===== config.mk =====
export PLATFORM = sky130hd
export DESIGN_NAME = sha256_ctrl
export DESIGN_NICKNAME = d
export VERILOG_FILES = /design/src/rtl/sha256_ctrl_pkg.sv /design/src/rtl/sha256_block_buf.sv /design/src/rtl/sha256_ctrl.sv
export SDC_FILE = /design/constraint.sdc
export NUM_CORES = 1
export LEC_CHECK = 0
export BUFFER_PORTS_ARGS = -buffer_cell sky130_fd_sc_hd__buf_2
export CAP_MARGIN = 20
export CORE_AREA = 5 5 414 416
export CTS_CLUSTER_DIAMETER = 30
export DETAILED_ROUTE_END_ITERATION = 10
export DIE_AREA = 0 0 419 421
export PLACE_DENSITY = 0.36
export SLEW_MARGIN = 30
export SYNTH_ARGS = -nofsm -noshare
export SYNTH_HDL_FRONTEND = slang
export SYNTH_SLANG_ARGS = --single-unit

===== constraint.sdc =====
create_clock -name clk -period 5.3 [get_ports clk]
set_clock_uncertainty 0.05 [all_clocks]
set_input_delay 0.265 -clock clk [delete_from_list [all_inputs] [get_ports clk]]
set_output_delay 0.265 -clock clk [all_outputs]
set_load 0.01 [all_outputs]

===== src/rtl/sha256_ctrl_pkg.sv =====
// Shared types and constants for the SHA-256 coprocessor sequencer.
package sha256_ctrl_pkg;

   localparam int unsigned BLOCK_WORDS = 16;
   localparam int unsigned WORD_W      = 32;
   localparam int unsigned DIGEST_W    = 256;
   localparam int unsigned BLOCK_W     = BLOCK_WORDS * WORD_W;

   localparam logic MODE_SHA_256 = 1'b1;
   localparam logic MODE_SHA_224 = 1'b0;

   typedef enum logic [1:0] {
      ST_IDLE,
      ST_ISSUE,
      ST_ACK,
      ST_RUN
   } state_e;

   // Word 0 is the most significant word of the block.
   function automatic int unsigned word_lsb(input int unsigned idx);
      return (BLOCK_WORDS - 1 - idx) * WORD_W;
   endfunction

endpackage


===== src/rtl/sha256_block_buf.sv =====
// 16x32 message word register file with a flat 512-bit big-endian-word read port.
// Write lands on the clock edge; the read port reflects stored words continuously.
module sha256_block_buf
   import sha256_ctrl_pkg::*;
(
   input  logic                clk,
   input  logic                reset_n,
   input  logic                wr_en,
   input  logic [3:0]          wr_addr,
   input  logic [WORD_W-1:0]   wr_data,
   output logic [BLOCK_W-1:0]  block
);

   logic [WORD_W-1:0] mem_q [BLOCK_WORDS];
   logic [WORD_W-1:0] mem_d [BLOCK_WORDS];

   always_comb begin
      mem_d = mem_q;
      if (wr_en) begin
         mem_d[wr_addr] = wr_data;
      end
   end

   always_ff @(posedge clk or negedge reset_n) begin
      if (!reset_n) begin
         for (int i = 0; i < BLOCK_WORDS; i++) begin
            mem_q[i] <= '0;
         end
      end else begin
         mem_q <= mem_d;
      end
   end

   always_comb begin
      block = '0;
      for (int i = 0; i < BLOCK_WORDS; i++) begin
         block[word_lsb(i) +: WORD_W] = mem_q[i];
      end
   end

endmodule


===== src/rtl/sha256_ctrl.sv =====
// Sequencer between the host word/command interface and sha256_core; optional SHA256_CTRL_CYCLE_CNT_EN adds cycle_cnt.
// Latency: accept at cycle 0, init/next at cycle 1 (if core ready), done the cycle after the core returns ready.
// Backpressure: cmd_ready low while busy; commands then are ignored and writes are dropped with err set.
module sha256_ctrl #(
   parameter logic        MODE_SHA_256  = 1'b1,
   parameter int unsigned BUSY_WAIT_MAX = 4
) (
   input  logic          clk,
   input  logic          reset_n,
   input  logic          wr_en,
   input  logic [3:0]    wr_addr,
   input  logic [31:0]   wr_data,
   input  logic          cmd_valid,
   input  logic          cmd_first,
   output logic          cmd_ready,
   output logic          done,
   output logic          busy,
   output logic          err,
   output logic [255:0]  digest,
   output logic          core_init,
   output logic          core_next,
   output logic          core_mode,
   output logic [511:0]  core_block,
   input  logic          core_ready,
   input  logic [255:0]  core_digest,
   input  logic          core_digest_valid
`ifdef SHA256_CTRL_CYCLE_CNT_EN
   ,
   output logic [15:0]   cycle_cnt
`endif
);

   import sha256_ctrl_pkg::*;

   localparam int unsigned WAIT_W = $clog2(BUSY_WAIT_MAX + 1);

   state_e               state_q, state_d;
   logic                 cmd_ready_q, cmd_ready_d;
   logic                 done_q, done_d;
   logic                 busy_q, busy_d;
   logic                 err_q, err_d;
   logic [DIGEST_W-1:0]  digest_q, digest_d;
   logic                 init_q, init_d;
   logic                 next_q, next_d;
   logic                 first_q, first_d;
   logic [WAIT_W-1:0]    wait_q, wait_d;
   logic                 accept;

   assign accept = (state_q == ST_IDLE) && cmd_valid;

   sha256_block_buf u_buf (
      .clk     (clk),
      .reset_n (reset_n),
      .wr_en   (wr_en && (state_q == ST_IDLE)),
      .wr_addr (wr_addr),
      .wr_data (wr_data),
      .block   (core_block)
   );

   always_comb begin
      state_d     = state_q;
      cmd_ready_d = cmd_ready_q;
      done_d      = 1'b0;
      busy_d      = busy_q;
      err_d       = err_q;
      digest_d    = digest_q;
      init_d      = 1'b0;
      next_d      = 1'b0;
      first_d     = first_q;
      wait_d      = wait_q;

      if (wr_en && busy_q) begin
         err_d = 1'b1;
      end

      case (state_q)
         ST_IDLE: begin
            if (cmd_valid) begin
               busy_d      = 1'b1;
               err_d       = 1'b0;
               cmd_ready_d = 1'b0;
               first_d     = cmd_first;
               wait_d      = '0;
               // Skip ISSUE when the core is already ready so the pulse lands in cycle 1.
               if (core_ready) begin
                  init_d  = cmd_first;
                  next_d  = !cmd_first;
                  state_d = ST_ACK;
               end else begin
                  state_d = ST_ISSUE;
               end
            end
         end
         ST_ISSUE: begin
            if (core_ready) begin
               init_d  = first_q;
               next_d  = !first_q;
               wait_d  = '0;
               state_d = ST_ACK;
            end
         end
         ST_ACK: begin
            if (!core_ready) begin
               state_d = ST_RUN;
            end else if (wait_q == WAIT_W'(BUSY_WAIT_MAX - 1)) begin
               err_d       = 1'b1;
               busy_d      = 1'b0;
               cmd_ready_d = 1'b1;
               state_d     = ST_IDLE;
            end else begin
               wait_d = wait_q + 1'b1;
            end
         end
         ST_RUN: begin
            if (core_ready && core_digest_valid) begin
               digest_d    = core_digest;
               done_d      = 1'b1;
               busy_d      = 1'b0;
               cmd_ready_d = 1'b1;
               state_d     = ST_IDLE;
            end
         end
         default: begin
            state_d     = ST_IDLE;
            busy_d      = 1'b0;
            cmd_ready_d = 1'b1;
         end
      endcase
   end

   always_ff @(posedge clk or negedge reset_n) begin
      if (!reset_n) begin
         state_q     <= ST_IDLE;
         cmd_ready_q <= 1'b1;
         done_q      <= 1'b0;
         busy_q      <= 1'b0;
         err_q       <= 1'b0;
         digest_q    <= '0;
         init_q      <= 1'b0;
         next_q      <= 1'b0;
         first_q     <= 1'b0;
         wait_q      <= '0;
      end else begin
         state_q     <= state_d;
         cmd_ready_q <= cmd_ready_d;
         done_q      <= done_d;
         busy_q      <= busy_d;
         err_q       <= err_d;
         digest_q    <= digest_d;
         init_q      <= init_d;
         next_q      <= next_d;
         first_q     <= first_d;
         wait_q      <= wait_d;
      end
   end

`ifdef SHA256_CTRL_CYCLE_CNT_EN
   logic [15:0] cnt_q, cnt_d;

   always_comb begin
      cnt_d = cnt_q;
      if (accept) begin
         cnt_d = '0;
      end else if (busy_q && (cnt_q != 16'hFFFF)) begin
         cnt_d = cnt_q + 16'd1;
      end
   end

   always_ff @(posedge clk or negedge reset_n) begin
      if (!reset_n) begin
         cnt_q <= '0;
      end else begin
         cnt_q <= cnt_d;
      end
   end

   assign cycle_cnt = cnt_q;
`endif

   assign cmd_ready = cmd_ready_q;
   assign done      = done_q;
   assign busy      = busy_q;
   assign err       = err_q;
   assign digest    = digest_q;
   assign core_init = init_q;
   assign core_next = next_q;
   assign core_mode = MODE_SHA_256;

endmodule


==> impl.org <==
** Outcome
- The run finished with clean final reports.

** Pwr
- Across the VDD grid, the largest voltage drop is 0.313 mV.
- Post-layout power :: 33.9 mW
- The analysis attributes to net switching a power of 10.7 mW.
- In this run the static leakage power is 24.0 nW.
- Of the total power, the share spent switching nets is 0.315.
- Sequential share of power :: 0.300
- Clk network pwr share :: 0.423
- Combinational power share :: 0.277
- Dividing total power by cell area gives a power density of 697 nW/um^2.
- Cell internal power was estimated by the tool at 23.2 mW.

** Final layout
- The library cells used most frequently in the layout, excluding fill and tap cells, are buf_2, dfrtp_1, mux2_2.
- Fill cell total of the finished layout :: 17200
- Relative to the synthesized area, the layout overhead comes to 66.2%.
- Proportion of layout cells with a drive suffix above 1 :: 0.627
- Post-layout nets :: 3571
- Leaving out fill and tap cells, the most frequent cell in the layout is buf_2.
- Finished layout cell area :: 48600 um^2

** Synth
- Fraction of registers with async set or reset after synthesis :: 1.00
- The share of synthesized area in the top cell type comes to 0.667.
- Of all cell types, the one taking the most synthesized area is dfrtp_1.
- Yosys printed 0 warnings.
- Avg Inst Size Synth :: 16.7 um^2
- The cell area that synthesis handed to floorplanning was 29200 um^2.
- Syn Inst Count :: 1748
- Dominant synthesized flop cell :: dfrtp_1
- Synth cell types :: 34
- For this run, the register share of the synthesized area comes to 0.668.
- Synthesis inferred 780 register bits.
- After synthesis, the cell types taking the most area are dfrtp_1, mux2_2, mux2_1, buf_2, clkbuf_1.
- Net count after synthesis :: 2053
- Yosys mapped a number of flops with a built-in enable equal to 0.

** Min path
- In this run the most critical hold path is launched from wr_data[29].
- Hold WC Path Type :: primary input to flip-flop

** Die
- Number of ports placed on the die boundary :: 1074
- The floorplan step defined a die boundary enclosing 176000 um^2.
- The floorplan step set the die height to 421 um.
- The initialized floorplan defines 150 standard-cell rows.
- From left edge to right edge, the die measures 419 um.
- Initial Utilization :: 0.175
- Area of the core :: 167000 um^2

** Timing
- Crit path time final :: 3080 ps
- Of the available clock period, the critical path in the final layout requires 0.582.
- Hold Vio Cnt, Final :: 0
- Setup violations remaining at the end of the flow were counted as 0.
- Highest Clock Rate :: 0.324 GHz
- Measured against its own limit, the worst slew margin works out to 0.420.
- The max-slew violation count was 0.
- Setup repair after global routing missed its margin :: no
- Across all setup checks in the final design, the least slack found is 2220 ps.
- After routing, the total negative slack on setup checks comes to 0 ps.
- For the pin with the worst max-slew slack, the measured transition is 868 ps.

** Placement
- Once placement finished, the instance area stood at 37400 um^2.
- The HPWL after detailed placement is 96600 um.
- GP Congestion :: 0.779
- Buffers on Ports :: 1072
- Worst setup timing slack at the placement stage :: 2190 ps

** Flow run
- Number of maximum-capacitance constraint violations :: 0

** Global route
- Number of antenna violations at the first check in global routing :: 29
- Total global routing track utilization :: 0.146
- Maximum number of pins on one net before global-route repair :: 131
- Global routing finished with a remaining overflow of 0.
- Vias in the first global route :: 23700
- The first global-routing pass estimated 184000 um of wire.

** Clocking
- Postcts setup bufs :: 0
- The root buffer cell chosen for the clock tree is clkbuf_16.
- H-tree levels :: 4
- Insertion delay to the later sink of the worst-skew pair :: 810 ps
- After clock tree synthesis, the clock-pin slew on the worst setup and hold paths is 40 ps.
- The clock net in this run drives a total of 780 sinks.
- TritonCTS built the clock tree.
- Counting along the longest clock path gives a buffer depth of 3.
- Number of buffers created by CTS :: 233

** Critical path
- Startpoint of the most critical setup path :: state_q[0]$_DFFE_PN0P_
- The worst register-to-register path has a setup slack of 2220 ps.
- Top fanout value on the critical path :: 23
- STA classifies the critical path startpoint as a flip-flop.
- At the worst endpoint, the arrival time is 3710 ps.
- Start of the worst register-to-register path :: state_q[0]$_DFFE_PN0P_
- Critical setup path kind :: flip-flop to flip-flop
- Required time of the worst setup path :: 5930 ps
- Type of destination of the critical path :: flip-flop

** Route
- DRC viols :: 0
- Routed wire length per instance :: 23.2 um
- Routed wire length :: 132000 um
- The routed layout has 21300 vias.
- After detailed routing, the number of vias per cell comes to 3.75.
- Detail Route Antenna Nets :: 0
- Number of search-and-repair iterations in the first detailed-routing pass :: 4
- In this run, the number of DRC markers left after iteration 0 of detailed routing was 695.
cells in the mapped netlist, types with 2 or more instances:
cell type / number
clkbuf_1: 42
buf_1: 3
nand4_1: 2
or3_1: 3
nand2b_1: 3
buf_2: 61
ha_1: 6
nor3_1: 2
a21oi_1: 9
dfrtp_1: 779
nand4b_1: 2
buf_6: 3
or4_1: 2
nor2_1: 16
buf_4: 8
mux2_2: 648
o21ai_0: 4
nand2_1: 8
mux2_1: 122
inv_1: 9
nor2b_1: 2
mux2i_1: 2
stage by stage:
stage | hold slack [ps] | instances | utilization
2_1_floorplan | -80.6 | 1748 | -
3_3_place_gp | 373 | 4938 | 0.223
3_5_place_dp | 369 | 4944 | 0.224
4_1_cts | 1.69 | 5658 | 0.291
5_1_grt | 33.6 | 5674 | 0.291
6_report | 81.2 | 5678 | 0.291
cells by family (layout without fill, tap and decap cells):
family / count (synthesis) / count (layout) / synth area share
and+or+nand+nor: 44 / 44 / 0.00770
DFF: 780 / 780 / 0.668
buffers and inverters: 126 / 1834 / 0.0206
adders and majority gates: 6 / 6 / 0.00257
AOI/OAI and AO/OA: 19 / 19 / 0.00415
muxes: 772 / 772 / 0.297
other: 1 / 19 / 0.000128
worst max-delay path, stage by stage, from the launching register on:
cell,delay [ps]
dfrtp_1,390
inv_1,110
ha_1,430
nand4_1,410
nor2_4,790
buf_4,360
mux2_2,360
worst paths after layout:
kind / cells past startpoint / to
min: 2 / u_buf.block[413]$_DFFE_PN0P_
max: 6 / u_buf.block[16]$_DFFE_PN0P_
min reg2reg: 1 / u_buf.block[364]$_DFFE_PN0P_
max reg2reg: 6 / u_buf.block[16]$_DFFE_PN0P_
min in group asynchronous: 3 / u_buf.block[484]$_DFFE_PN0P_
max in group asynchronous: 5 / digest[108]$_DFFE_PN0P_
routing by layer:
metal	part of all wire	GRT usage
met1	0.36	0.149
met5	0.00014	0
met4	0.044	0.0699
met3	0.068	0.0475
met2	0.53	0.268
flip-flops by register name, summed over array words and instances, names as in the netlist:
register / cells
digest: 256
first_q: 1
done: 1
core_next: 1
busy: 1
err: 1
state_q: 2
wait_q: 3
cmd_ready: 1
core_init: 1
u_buf.block: 512
final cells by class:
cell class,count,area (um^2),share of cell area
diodes,18,45.0,0.000927
clock inverters,97,1450,0.0299
repair buffers,1400,8750,0.180
multi-input cells,842,9220,0.190
well taps,2204,2760,0.0568
inverters,9,33.8,0.000695
flip-flops and latches,780,19500,0.402
clock buffers,328,6800,0.140
power by group through the flow:
| stage | Sequential [mW] | Clock [mW] | Combinational, mW |
|---|---|---|---|
| global route | 10.5 | 15.0 | 9.95 |
| finish | 10.2 | 14.3 | 9.37 |
| CTS | 10.2 | 14.6 | 9.67 |
| global placement | 10.2 | 0 | 9.42 |
| floorplan | 11.6 | 0 | 2.72 |
| detailed placement | 10.2 | 0 | 9.46 |
what timing repair did:
item / 4_1_cts / 5_1_grt
endpoints found under the hold margin: 627 / 33
gates resized for setup: 0 / 0
hold buffers: 289 / 1
(Power assumes the default switching activity.)
